File: config.mk
export PLATFORM = sky130hd
export DESIGN_NAME = spi_slave_gen
export DESIGN_NICKNAME = d
export VERILOG_FILES = /design/src/rtl/spi_slave_gen.sv
export SDC_FILE = /design/constraint.sdc
export NUM_CORES = 1
export LEC_CHECK = 0
export CAP_MARGIN = 10
export CORE_UTILIZATION = 53
export DETAILED_ROUTE_END_ITERATION = 7
export GPL_ROUTABILITY_DRIVEN = 0
export PLACE_DENSITY_LB_ADDON = 0.05
export SYNTH_ARGS = -nofsm -noshare
export SYNTH_HDL_FRONTEND = slang
export SYNTH_SLANG_ARGS = --single-unit
File: constraint.sdc
create_clock -name clk -period 2.65 [get_ports clk]
set_clock_uncertainty 0.15 [all_clocks]
set_input_delay 0.6625 -clock clk [delete_from_list [all_inputs] [get_ports clk]]
set_output_delay 0.6625 -clock clk [all_outputs]
set_load 0.02 [all_outputs]
File: src/rtl/spi_slave_gen.sv
// SPI slave front end: shifts in {cmd[1:0], payload} frames on MOSI, hands
// accepted frames to the core on rx_data/rx_valid, and for read-data frames
// waits for tx_data and shifts it back out on MISO.
//
// state       | meaning
// ------------+-----------------------------------------------------------
// S_IDLE      | SS_n high, nothing in flight
// S_CHK_CMD   | first selected cycle, MOSI bit picks write or read path
// S_WRITE     | write frame (cmd 00/01)
// S_READ_ADD  | read-address frame (cmd 10), arms rd_add_flag
// S_READ_DATA | read-data frame (cmd 11), then wait for tx_valid and send
//
// The three frame states share a sub-phase: receive bits, check command,
// wait for tx_valid, transmit, then hold quietly until SS_n rises.
module spi_slave_gen #(
  parameter int DATA_W      = 8,
  parameter int TX_WAIT_MAX = 15
) (
  input  logic              clk,
  input  logic              rst_n,
  input  logic              SS_n,
  input  logic              MOSI,
  output logic              MISO,
  output logic [DATA_W+1:0] rx_data,
  output logic              rx_valid,
  input  logic [DATA_W-1:0] tx_data,
  input  logic              tx_valid,
  output logic              frame_err,
  output logic              cmd_err,
  output logic              busy
);

  localparam int RXC_W = ($clog2(DATA_W + 2) > 0) ? $clog2(DATA_W + 2) : 1;
  localparam int TXC_W = ($clog2(DATA_W + 1) > 0) ? $clog2(DATA_W + 1) : 1;
  localparam int WTC_W = ($clog2(TX_WAIT_MAX + 1) > 0) ? $clog2(TX_WAIT_MAX + 1) : 1;

  localparam logic [RXC_W-1:0] RX_LAST  = RXC_W'(DATA_W + 1);
  localparam logic [RXC_W-1:0] RX_ONE   = RXC_W'(1);
  localparam logic [TXC_W-1:0] TX_LAST  = TXC_W'(DATA_W - 1);
  localparam logic [TXC_W-1:0] TX_ONE   = TXC_W'(1);
  localparam logic [WTC_W-1:0] WAIT_MAX = WTC_W'(TX_WAIT_MAX);
  localparam logic [WTC_W-1:0] WAIT_ONE = WTC_W'(1);

  typedef enum logic [2:0] {
    S_IDLE,
    S_CHK_CMD,
    S_WRITE,
    S_READ_ADD,
    S_READ_DATA
  } state_e;

  typedef enum logic [2:0] {
    P_RX,
    P_CHK,
    P_WAIT,
    P_TX,
    P_HOLD
  } phase_e;

  state_e              state_q;
  phase_e              phase_q;
  logic                rd_add_flag_q;
  logic [RXC_W-1:0]    rx_cnt_q;
  logic [TXC_W-1:0]    tx_cnt_q;
  logic [WTC_W-1:0]    wait_cnt_q;
  logic [DATA_W+1:0]   rx_data_q;
  logic [DATA_W-1:0]   tx_sh_q;
  logic                miso_q;
  logic                rx_valid_q;
  logic                cmd_err_q;
  logic                frame_err_q;
  logic [1:0]          cmd_code;
  logic                cmd_ok;

  assign cmd_code = rx_data_q[DATA_W+1:DATA_W];

  // Command code acceptance for the path chosen by the select bit.
  always_comb begin
    cmd_ok = 1'b0;
    case (state_q)
      S_WRITE:     cmd_ok = ~cmd_code[1];
      S_READ_ADD:  cmd_ok = (cmd_code == 2'b10);
      S_READ_DATA: cmd_ok = (cmd_code == 2'b11);
      default:     cmd_ok = 1'b0;
    endcase
  end

  // Main FSM with registered strobes, MISO and the read-address flag.
  always_ff @(posedge clk) begin
    if (!rst_n) begin
      state_q       <= S_IDLE;
      phase_q       <= P_HOLD;
      rd_add_flag_q <= 1'b0;
      rx_cnt_q      <= '0;
      tx_cnt_q      <= '0;
      wait_cnt_q    <= '0;
      rx_data_q     <= '0;
      tx_sh_q       <= '0;
      miso_q        <= 1'b0;
      rx_valid_q    <= 1'b0;
      cmd_err_q     <= 1'b0;
      frame_err_q   <= 1'b0;
    end else begin
      rx_valid_q  <= 1'b0;
      cmd_err_q   <= 1'b0;
      frame_err_q <= 1'b0;
      if (state_q != S_IDLE && SS_n) begin
        // Deselect wins; anything short of a finished frame is an abort.
        state_q <= S_IDLE;
        miso_q  <= 1'b0;
        if (state_q == S_CHK_CMD || phase_q != P_HOLD) frame_err_q <= 1'b1;
      end else begin
        case (state_q)
          S_IDLE: begin
            if (!SS_n) state_q <= S_CHK_CMD;
          end
          S_CHK_CMD: begin
            phase_q  <= P_RX;
            rx_cnt_q <= RX_LAST;
            if (!MOSI)              state_q <= S_WRITE;
            else if (rd_add_flag_q) state_q <= S_READ_DATA;
            else                    state_q <= S_READ_ADD;
          end
          default: begin
            case (phase_q)
              P_RX: begin
                rx_data_q <= {rx_data_q[DATA_W:0], MOSI};
                if (rx_cnt_q == '0) phase_q <= P_CHK;
                else                rx_cnt_q <= rx_cnt_q - RX_ONE;
              end
              P_CHK: begin
                if (cmd_ok) begin
                  rx_valid_q <= 1'b1;
                  if (state_q == S_READ_ADD) rd_add_flag_q <= 1'b1;
                  if (state_q == S_READ_DATA) begin
                    phase_q    <= P_WAIT;
                    wait_cnt_q <= WAIT_MAX;
                  end else begin
                    phase_q <= P_HOLD;
                  end
                end else begin
                  cmd_err_q <= 1'b1;
                  phase_q   <= P_HOLD;
                end
              end
              P_WAIT: begin
                if (tx_valid) begin
                  miso_q   <= tx_data[DATA_W-1];
                  tx_sh_q  <= tx_data << 1;
                  tx_cnt_q <= TX_LAST;
                  phase_q  <= P_TX;
                end else if (wait_cnt_q == '0) begin
                  frame_err_q <= 1'b1;
                  phase_q     <= P_HOLD;
                end else begin
                  wait_cnt_q <= wait_cnt_q - WAIT_ONE;
                end
              end
              P_TX: begin
                if (tx_cnt_q == '0) begin
                  miso_q        <= 1'b0;
                  rd_add_flag_q <= 1'b0;
                  phase_q       <= P_HOLD;
                end else begin
                  miso_q   <= tx_sh_q[DATA_W-1];
                  tx_sh_q  <= tx_sh_q << 1;
                  tx_cnt_q <= tx_cnt_q - TX_ONE;
                end
              end
              default: begin
                miso_q <= 1'b0;
              end
            endcase
          end
        endcase
      end
    end
  end

  assign MISO      = miso_q;
  assign rx_data   = rx_data_q;
  assign rx_valid  = rx_valid_q;
  assign cmd_err   = cmd_err_q;
  assign frame_err = frame_err_q;
  assign busy      = (state_q != S_IDLE);

endmodule
### Word level (Yosys, flattened, before mapping)

Cells that the tools add are included.

| operators by class | value |
|---|---|
| reductions and logical operators | 26 |
| multiplexer cells | 42 |
| add/sub/neg operators | 3 |
| bitwise operators | 7 |
| equal/unequal tests | 23 |

Operators with widths:

| cell | count |
|---|---|
| 4-bit 2-to-1 mux | 8 |
| 3-bit 2-to-1 mux | 9 |
| 4-bit one-hot mux with 2 select lines | 3 |
| 2-bit != test (second input constant) | 10 |
| 8-bit 2-to-1 mux | 2 |
| 8-bit one-hot mux with 2 select lines | 1 |
| 1-bit 2-to-1 mux | 13 |
| 3-bit by 2-bit == test with 1-bit output (second input constant) | 4 |
| 4-bit logical NOT | 3 |
| 3-bit one-hot mux with 2 select lines | 2 |
| 3-bit one-hot mux with 4 select lines | 1 |
| 6-bit AND reduction | 2 |
| 4-bit by 1-bit subtractor with 4-bit output (second input constant) | 3 |
| 2-bit nonzero test | 5 |
| 3-bit != test (second input constant) | 3 |
| 1-bit inverter | 7 |
| 7-bit AND reduction | 1 |
| 3-bit by 1-bit == test with 1-bit output (second input constant) | 2 |
| 3-bit logical NOT | 2 |
| 1-bit one-hot mux with 3 select lines | 2 |
| 3-bit AND reduction | 2 |
| 2-bit OR reduction | 3 |
| 5-bit AND reduction | 1 |
| 5-bit nonzero test | 1 |
| other kinds (10) | 11 |

| storage, ports and cells | value |
|---|---|
| input port bits | 13 |
| flip-flop bits (word level) | 41 |
| output and inout bits | 15 |
| logic and storage cells | 113 |

### Logic depth before layout (Yosys ltp)

Gate-level depths: netlist of run 1.

| depth | value |
|---|---|
| depth after elaboration | 6 |
| depth in mapped cells | 7 |
| mapped depth without buffers | 6 |

### Worst setup path before layout of run 1

OpenSTA, ideal clock, no wires.

| timing | value |
|---|---|
| path kind | input to register |
| start | input port SS_n |
| end | register wait_cnt_q[1] |
| setup slack | 0.709 ns |
| library setup time | 0.072 ns |
| data required time | 2.428 ns |
| arrival time | 1.719 ns |
| buffers on the path | 1 |
| cell stages on the path | 4 |
| cell sequence | clkbuf_1 nor4_2 nor4b_4 mux2i_1 |

| between the ends | value |
|---|---|
| cells in the longest elaborated chain, start to end | 3 |

RTL lines:

| item | RTL line | source |
|---|---|---|
| from (decl) | 21 | `input logic SS_n,` |
| 1-bit logical AND | 107 | `if (state_q != S_IDLE && SS_n) begin` |
| 1-bit inverter (no line) | n/a |  |
| 7-bit AND reduction (no line) | n/a |  |
| to (signal assigned) | 156 | `wait_cnt_q <= wait_cnt_q - WAIT_ONE;` |
| to (decl) | 65 | `logic [WTC_W-1:0] wait_cnt_q;` |

Every way passes these cells.
A chain may end at the register's enable or synchronous reset.

### Final worst setup path of run 1

| timing | value |
|---|---|
| start | register state_q[2] |
| end | output port busy |

| between the ends | value |
|---|---|
| cells in the longest elaborated chain, start to end | 1 |

RTL lines:

| item | RTL line | source |
|---|---|---|
| from (decl) | 60 | `state_e state_q;` |
| from (signal assigned) | 91 | `state_q <= S_IDLE;` |
| from (signal assigned) | 109 | `state_q <= S_IDLE;` |
| from (signal assigned) | 115 | `if (!SS_n) state_q <= S_CHK_CMD;` |
| 3-bit nonzero test | 185 | `assign busy = (state_q != S_IDLE);` |
| to (decl) | 30 | `output logic busy` |

Every way passes these cells.

==> results by group, run 1 <==
Run status
  – Status: finished, final reports clean

Pwr
  – Pleak: around 0.0010 uW
  – PD cells: 449 mW/mm^2
  – Final Power: about 1100 uW
  – Worst vdd ir: 0.314 mV

Critical path
  – CP Max Fanout: 7
  – CP Data Arrival Time: 1.76 ns
  – Critical Path Source Type: register
  – Crit. End Element: primary output
  – Crit path kind: register to primary output
  – Critical Path RT: 1.84 ns

Synthesis
  – Syn Nets: 250
  – Flops & latches, synth: 40
  – Top cell type's share of synthesized area: 0.377
  – Syn. warnings: 0
  – Top_reg_cell synth: dfxtp_1
  – Syn Inst Count: 234
  – Synthesized area per cell: 9.08 um^2
  – Post-synthesis cell area: 0.00212 mm^2
  – Synth cell count leaders: dfxtp_1 (40), mux2i_1 (19), nor2_1 (18), nand2_1 (14), inv_1 (12)
  – Distinct cell type count after synthesis: 52
  – Dominant cell type by area after synthesis: dfxtp_1
  – Number of synthesized flops with an enable pin: 0
  – Async S/R FF share, synth: 0
  – Seq/Total Area, Yosys: 0.377
  – Most numerous cell in the Yosys netlist: dfxtp_1
  – Area contributors post-synth: dfxtp_1 (38%), mux2i_1 (9.0%), nor2_1 (3.2%), nor2b_1 (2.7%), nand2_1 (2.5%)

Timing
  – RSZ-0062 raised after global routing: false
  – Final min period: 2.57 ns
  – Max-slew violations: 0
  – Post-Route Setup TNS: 0 ns
  – Peak Freq: 388 MHz
  – Final setup fails: 0
  – Worst relative slew slack: 0.665
  – Worst-Margin Slew: 0.501 ns
  – Final hold slack: 0.328 ns
  – Final hold viol count: 0
  – Final period utilization: 0.971

Drt
  – Routed wire length: 4300 um
  – DR pass1 iterations: 4
  – Drt drc: 0
  – Post-route antenna net violation count: 0
  – Number of DRC markers in iteration 0: between 100 and 150
  – DR WL/cell: about 14 um
  – Vias: 1791
  – Vias per cell: 5.74

Floorplanning
  – I/O pins: 28
  – Die area: 0.00427 mm^2
  – Core area: 0.00374 mm^2
  – Die H: 65.3 um
  – Die width: approximately 65 um
  – Std-Cell Rows: 22
  – Effective utilization at floorplan: 0.568

Clock network
  – Root Buffer: clkbuf_8
  – Clock Latency Late Sink: 0.29 ns
  – CTS tree: built
  – Hold buffers post-CTS: 0
  – Setup bufs post-CTS: 0
  – Resized Gates After CTS: 0
  – Num CTS Buffers: 5
  – Num Clock Sinks: 40
  – Clk slew on worst S/H paths: around 0.08 ns
  – Clk buf depth: 2
  – H-tree Lvls: 2

Cells and area
  – Number of diodes: 0
  – Register area: 801 um^2
  – Fin area: 0.00255 mm^2
  – Area delta synth->final: 19.9%
  – Post-layout nets: 279
  – Filler cell count: 330
  – Share of layout cells above drive strength 1: 0.114
  – Area of the multi-input gates: 0.00120 mm^2

Hold path
  – Worst Hold Class: register to register

Placed design
  – Placed cell area: 0.00245 mm^2
  – Number of I/O port buffers: 27
  – DP Wirelength: between 3000 and 4000 um

GRT
  – Global route overflow: 0
  – Initial antenna violation count: 0
  – Gr usage total: 0.234
  – First-pass GRT wire length: ~7700 um
  – Pin count of the biggest net entering global routing: 23
  – Vias in the first global route: 1681

Flow run
  – Max Cap Viol: 0
==> path summary, 6_finish.rpt <==
kind | start | endpoint | slack [ns] | depth (start not counted)
worst max-delay path | state_q[2]$_SDFFE_PP0P_ | busy | 0.08 | 2
worst min-delay path | wait_cnt_q[1]$_SDFFE_PN0P_ | wait_cnt_q[1]$_SDFFE_PN0P_ | 0.33 | 2
worst max register to register | tx_cnt_q[0]$_SDFFE_PN0P_ | tx_cnt_q[2]$_SDFFE_PN0P_ | 0.60 | 7
worst min register to register | wait_cnt_q[1]$_SDFFE_PN0P_ | wait_cnt_q[1]$_SDFFE_PN0P_ | 0.33 | 2
==> stage by stage <==
| stage | util | worst slack [ns] | cells |
|---|---|---|---|
| after CTS | 0.680 | 0.0771 | 312 |
| after floorplan | - | 0.709 | 234 |
| after global placement | 0.656 | 0.208 | 304 |
| final | 0.680 | 0.0758 | 312 |
| after global routing | 0.680 | 0.00267 | 312 |
| after detailed placement | 0.656 | 0.188 | 304 |
==> critical path, stage by stage, from the launching register on <==
cell	delay, ns
dfxtp_1	0.37
or3_1	0.51
clkdlybuf4s50_1	0.58
==> cell type report <==
cell class,instances,share of cell area
clock buffers,6,0.0324
flip-flops and latches,40,0.314
multi-input cells,166,0.471
inverters,13,0.0192
repair buffers,37,0.136
well taps,48,0.0236
clock inverters,2,0.00393
==> per-layer routing <==
metal	wire, um	part of all wire	GRT usage
met1	2090	0.49	0.306
met2	1980	0.46	0.376
met3	192	0.045	0.0556
met4	37	0.0086	0.0734
met5	0	0	0
==> where the power goes <==
group	switching, uW	total, uW	internal (uW)
Clock	217	425	208
Sequential	9.75	616	606
Combinational	53.6	104	49.9
==> kinds of logic after synthesis <==
logic type,after synthesis,share of synthesized area
AO/OA/AOI/OAI,57,0.204
XOR/XNOR,1,0.00412
adder cells (fa/ha/maj),3,0.0177
buffers and inverters,28,0.0583
flip-flops,40,0.377
multiplexers,19,0.0895
AND/OR/NAND/NOR,86,0.250
==> placed cells by master (no fill, tap or decap), types with 8 or more instances in the layout <==
| cell | count |
|---|---|
| mux2i_1 | 19 |
| clkdlybuf4s50_1 | 27 |
| inv_1 | 12 |
| buf_4 | 10 |
| nand3_1 | 10 |
| nor2b_1 | 9 |
| dfxtp_1 | 40 |
| nor2_1 | 18 |
| nand2_1 | 14 |
| a21oi_1 | 8 |
==> state kept, by name (all words and copies together), names as in the netlist <==
register,flops
rx_data,10
tx_sh_q,7
rx_cnt_q,4
tx_cnt_q,4
wait_cnt_q,4
phase_q,3
state_q,3
MISO,1
cmd_err,1
frame_err,1
rd_add_flag_q,1
rx_valid,1
Power figures use the tool's default switching activity.
==> run 2: changes to the inputs <==
--- a/config.mk
+++ b/config.mk
@@ -5,7 +5,9 @@
 export SDC_FILE = /design/constraint.sdc
 export NUM_CORES = 1
 export LEC_CHECK = 0
+export ABC_CLOCK_PERIOD_IN_PS = 2650
 export CAP_MARGIN = 10
+export CORE_MARGIN = 8
 export CORE_UTILIZATION = 53
 export DETAILED_ROUTE_END_ITERATION = 7
 export GPL_ROUTABILITY_DRIVEN = 0
==> run 2 against run 1 <==
- utilization down 2.6 points
- largest power group unchanged
- fmax down 0.91%
- via count fell by 0.28%
- worst setup slack worse by 0.024 ns
- clock power increased by 16%
- power rose by 6.3%
==> results by group, run 2 (same netlist as run 1, synthesis figures left out) <==
Critical path
  – CP Max Fanout: 7
  – CP Data Arrival Time: 1.79 ns
  – Launching point of the worst reg2reg path: phase_q[1]$_SDFFE_PN0P_
  – Worst path cell trace: or3_1 -> clkdlybuf4s50_1
  – Delay of the slowest critical-path stage: 0.58 ns
  – CP max stage cell: clkdlybuf4s50_1
  – Crit path kind: register to primary output
  – Crit. End Element: primary output
  – Critical Path RT: 1.84 ns
  – Worst R2R Setup Slack: 0.58 ns
  – R2r endpoint: tx_sh_q[5]$_SDFFE_PN0P_
  – Critical Path Source Type: register
  – R2R depth: 5

Clock network
  – Num Clock Sinks: 40
  – H-tree Lvls: 2
  – Clk buf depth: 2
  – CTS tree: built
  – Root Buffer: clkbuf_8
  – Hold buffers post-CTS: 0
  – Setup bufs post-CTS: 0
  – Num CTS Buffers: 5
  – Clk slew on worst S/H paths: ~0.08 ns
  – Resized Gates After CTS: 0
  – Clock Latency Late Sink: 0.30 ns

Cells and area
  – Post-layout nets: 281
  – Share of layout cells above drive strength 1: 0.117
  – Register area: 801 um^2
  – Number of diodes: 0
  – Max FFs per register: 10
  – Area delta synth->final: 21.4%
  – Area of the multi-input gates: about 0.0012 mm^2
  – Non-Filler Instances: roughly 320
  – Most common cell after layout, fill and taps aside: dfxtp_1
  – Most frequent cells in the layout: dfxtp_1 (40), clkdlybuf4s50_1 (27), mux2i_1 (19)
  – Filler cell count: 358

Timing
  – Final period utilization: 0.980
  – Worst-Margin Slew: 0.562 ns
  – Peak Freq: roughly 380 MHz
  – Final hold slack: 0.331 ns
  – Post-Route Setup TNS: 0 ns
  – Final hold viol count: 0
  – Final setup fails: 0
  – RSZ-0062 raised after global routing: false
  – Worst relative slew slack: 0.624
  – Setup ws final: around 0.052 ns
  – Max-slew violations: 0
  – Final min period: 2.60 ns

Placed design
  – Dpl ws: 0.199 ns
  – Cells after DPL: 308
  – DP Wirelength: 3380 um
  – Number of I/O port buffers: 27

GRT
  – Global route overflow: 0
  – Gr usage total: 0.162
  – First-pass GRT wire length: 8180 um
  – Pin count of the biggest net entering global routing: 20
  – Vias in the first global route: between 1500 and 2000
  – Initial antenna violation count: 0

Pwr
  – Comb pwr share: 0.086
  – Clk network pwr share: 0.407
  – Pleak: 0.00106 uW
  – Switch share: 0.230
  – Sequential share of power: 0.507
  – Internal power: 936 uW
  – NetSw: 280 uW
  – Worst vdd ir: 0.242 mV
  – PD cells: 472 mW/mm^2

Floorplanning
  – I/O pins: 28
  – Die width: 79.3 um
  – Effective utilization at floorplan: 0.539
  – Die area: 0.00629 mm^2
  – Die H: 79.3 um
  – Core area: 0.00394 mm^2
  – Std-Cell Rows: 23

Drt
  – DR WL/cell: 14.8 um
  – Routed wire length: 4680 um
  – Vias: 1786
  – Post-route antenna net violation count: 0
  – Number of DRC markers in iteration 0: 136
  – Vias per cell: around 5.7
  – Drt drc: 0
  – DR pass1 iterations: 4

Flow run
  – Max Cap Viol: 0

Run status
  – Status: finished, final reports clean

Hold path
  – Min-delay src: tx_sh_q[1]$_SDFFE_PN0P_
  – Worst Hold Class: register to register
  – WHS Path Cells: 2
  – WHS Endpoint: tx_sh_q[1]$_SDFFE_PN0P_
-- run 2: worst max path at each step --
stage                                  from  cells after the start                    endpoint  slack (ns)
finish              state_q[2]$_SDFFE_PP0P_                      2                        busy        0.05
global route        state_q[2]$_SDFFE_PP0P_                      2                        busy       0.002
CTS                 state_q[2]$_SDFFE_PP0P_                      2                        busy        0.06
detailed placement                     SS_n                      6    tx_cnt_q[2]$_SDFFE_PN0P_        0.20
global placement                       SS_n                      6     tx_sh_q[5]$_SDFFE_PN0P_        0.24
floorplan                              SS_n                      4  wait_cnt_q[1]$_SDFFE_PN0P_        0.71
-- run 2: layer usage --
layer / vias to the layer above / global-route usage / routed length [um]
met1: 825 / 0.195 / 2100
met2: 38 / 0.258 / 2220
met5: - / 0 / 0
met3: 7 / 0.0485 / 282
met4: 0 / 0.0741 / 72
li1: 916 / - / -
-- run 2: critical path, delay by kind of cell (launching register included) --
family	cells	cell delay, ns
flip-flops	1	0.39
AND/OR/NAND/NOR	1	0.51
buffers and inverters	1	0.58
-- run 2: area by class of cell --
type	instances	area share
clock inverter	2	0.0136
clock buffer	6	0.0281
timing repair buffer	39	0.140
tap	50	0.0242
inverter	13	0.0189
multi-input combinational	166	0.465
sequential	40	0.310
-- run 2: metrics by stage --
stage / total power (uW) / utilization / cell area [um^2]
after floorplan: 692 / - / 2120
after global placement: 735 / 0.627 / 2470
after detailed placement: 735 / 0.627 / 2470
after CTS: 1230 / 0.654 / 2580
after global routing: 1270 / 0.654 / 2580
final: 1220 / 0.654 / 2580
-- run 2: power by group through the flow --
stage | Clock, uW | Sequential, uW | Combinational, uW
2_1_floorplan | 0 | 624 | 68.3
3_3_place_gp | 0 | 630 | 105
3_5_place_dp | 0 | 630 | 105
4_1_cts | 506 | 616 | 105
5_1_grt | 540 | 617 | 116
6_report | 495 | 617 | 105
==> run 3: changes to the inputs <==
--- a/config.mk
+++ b/config.mk
@@ -5,7 +5,7 @@
 export SDC_FILE = /design/constraint.sdc
 export NUM_CORES = 1
 export LEC_CHECK = 0
-export ABC_CLOCK_PERIOD_IN_PS = 2650
+export ABC_CLOCK_PERIOD_IN_PS = 2800
 export CAP_MARGIN = 10
 export CORE_MARGIN = 8
 export CORE_UTILIZATION = 53
==> constraint.sdc (replaced) <==
create_clock -name clk -period 2.8 [get_ports clk]
set_clock_uncertainty 0.15 [all_clocks]
set_input_delay 0.7 -clock clk [delete_from_list [all_inputs] [get_ports clk]]
set_output_delay 0.7 -clock clk [all_outputs]
set_load 0.02 [all_outputs]
==> run 3 against run 2 <==
- critical path depth did not move
- clock power shrank 17%
- combinational power fell by 5%
- utilization shrank 0.86 points
- sequential power decreased by 5.5%
- design area fell by 1.3%
- cell count is 1.3% lower
- sequential cell count did not move
- wire length shrank 4.6%
- worst hold slack worse by 0.0093 ns
- global-route usage is 1.2 points lower
- highest routed layer unchanged
==> results by group, run 3 (same netlist as run 1, synthesis figures left out) <==
Run status
  – Status: finished, final reports clean

Cells and area
  – Most common cell after layout, fill and taps aside: dfxtp_1
  – Share of layout cells above drive strength 1: 0.107
  – Area delta synth->final: 19.8%
  – Fin area: roughly 0.0025 mm^2
  – Number of diodes: 0
  – Most frequent cells in the layout: dfxtp_1 (40), clkdlybuf4s50_1 (27), mux2i_1 (19)
  – Non-Filler Instances: between 300 and 400
  – Max FFs per register: 10
  – Post-layout nets: 278

Flow run
  – Max Cap Viol: 0

Drt
  – Number of DRC markers in iteration 0: 104
  – DR WL/cell: 14.3 um
  – Vias per cell: slightly below 6
  – DR pass1 iterations: 4
  – Post-route antenna net violation count: 0
  – Routed wire length: 4460 um
  – Drt drc: 0
  – Vias: 1815

Placed design
  – DP Wirelength: 3300 um
  – Number of I/O port buffers: 27
  – Placed cell area: around 0.0024 mm^2
  – Cells after DPL: 305

Hold path
  – Worst Hold Class: register to register

Critical path
  – Crit. End Element: primary output
  – Worst R2R Setup Slack: between 0.6 and 0.7 ns
  – Critical Path Source Type: register
  – Worst path cell trace: or3_1 -> clkdlybuf4s50_1
  – Critical Path RT: 1.95 ns
  – CP Max Fanout: 7
  – Crit path kind: register to primary output
  – Delay of the slowest critical-path stage: approximately 0.58 ns
  – Delay-heaviest family, CP: buffers and inverters
  – Bufs and invs on worst path: 1
  – CP Data Arrival Time: 1.76 ns
  – CP max stage cell: clkdlybuf4s50_1

GRT
  – Gr usage total: 0.150
  – First-pass GRT wire length: 7590 um
  – Pin count of the biggest net entering global routing: 17
  – Vias in the first global route: between 1500 and 2000
  – Global route overflow: 0
  – Initial antenna violation count: 0

Pwr
  – Worst vdd ir: ~0.28 mV
  – PD cells: 430 mW/mm^2
  – Pleak: 0.00103 uW
  – Final Power: 1100 uW

Clock network
  – Resized Gates After CTS: 0
  – Setup bufs post-CTS: 0
  – Hold buffers post-CTS: 0
  – CTS tree: built
  – H-tree Lvls: 2
  – Root Buffer: clkbuf_8
  – Clk buf depth: 2
  – Num Clock Sinks: 40
  – Clk slew on worst S/H paths: 0.07 ns
  – Clock Latency Late Sink: 0.29 ns
  – Num CTS Buffers: 5

Floorplanning
  – Effective utilization at floorplan: 0.539
  – Die area: 0.00629 mm^2
  – Std-Cell Rows: 23
  – Die H: 79.3 um
  – I/O pins: 28
  – Die width: a little under 80 um
  – Core area: 0.00394 mm^2

Timing
  – Final hold viol count: 0
  – RSZ-0062 raised after global routing: false
  – Peak Freq: 383 MHz
  – Post-Route Setup TNS: 0 ns
  – Worst-Margin Slew: 0.552 ns
  – Max-slew violations: 0
  – Final min period: 2.61 ns
  – Worst relative slew slack: 0.632
  – Final period utilization: 0.932
  – Final setup fails: 0
run 3: cell count changes in the layout (fill, tap and decap cells not counted), sizes merged:
cell	previous run	this run
clkbuf	6	7
clkinv	1	0
buf	12	9
bufinv	1	0
run 3: final timing paths:
kind / from / cells after the start / to
worst max-delay path: state_q[2]$_SDFFE_PP0P_ / 2 / busy
worst min-delay path: tx_sh_q[1]$_SDFFE_PN0P_ / 2 / tx_sh_q[1]$_SDFFE_PN0P_
worst max register to register: phase_q[1]$_SDFFE_PN0P_ / 5 / tx_cnt_q[2]$_SDFFE_PN0P_
worst min register to register: tx_sh_q[1]$_SDFFE_PN0P_ / 2 / tx_sh_q[1]$_SDFFE_PN0P_
run 3: final cells by class:
cell class	count	area, um^2
timing repair buffer	36	338
fill	350	1400
sequential	40	801
tap	50	62.6
inverter	13	48.8
multi-input combinational	166	1200
clock buffer	7	96.3
run 3: routing by layer:
metal  wire length (um)  vias up  GRT usage  share of wire
li1                   -      907          -              -
met1               2160      864      0.181           0.48
met2               2040       40      0.239           0.46
met3                205        4     0.0463          0.046
met4                 60        0     0.0630          0.013
met5                  0        -          0              0
run 3: power breakdown:
group	leakage, uW	switching, uW	internal [uW]	total [uW]
sequential	0.000323	9.59	574	583
clock	0.0000503	194	219	413
combinational	0.000662	51.7	47.6	99.3
run 3: worst reg2reg max path: stages (launching register included):
cell,delay [ns]
dfxtp_1,0.67
nand2b_1,0.29
a2111oi_4,0.35
buf_4,0.26
nand4_1,0.11
and3b_1,0.19
run 3: per-stage QoR:
| step | setup WS [ns] | utilization | hold WS [ns] |
|---|---|---|---|
| after floorplan | 0.822 | - | 0.294 |
| after global placement | 0.287 | 0.621 | 0.317 |
| after detailed placement | 0.265 | 0.621 | 0.313 |
| after CTS | 0.187 | 0.646 | 0.325 |
| after global routing | 0.121 | 0.646 | 0.345 |
| final | 0.189 | 0.646 | 0.322 |
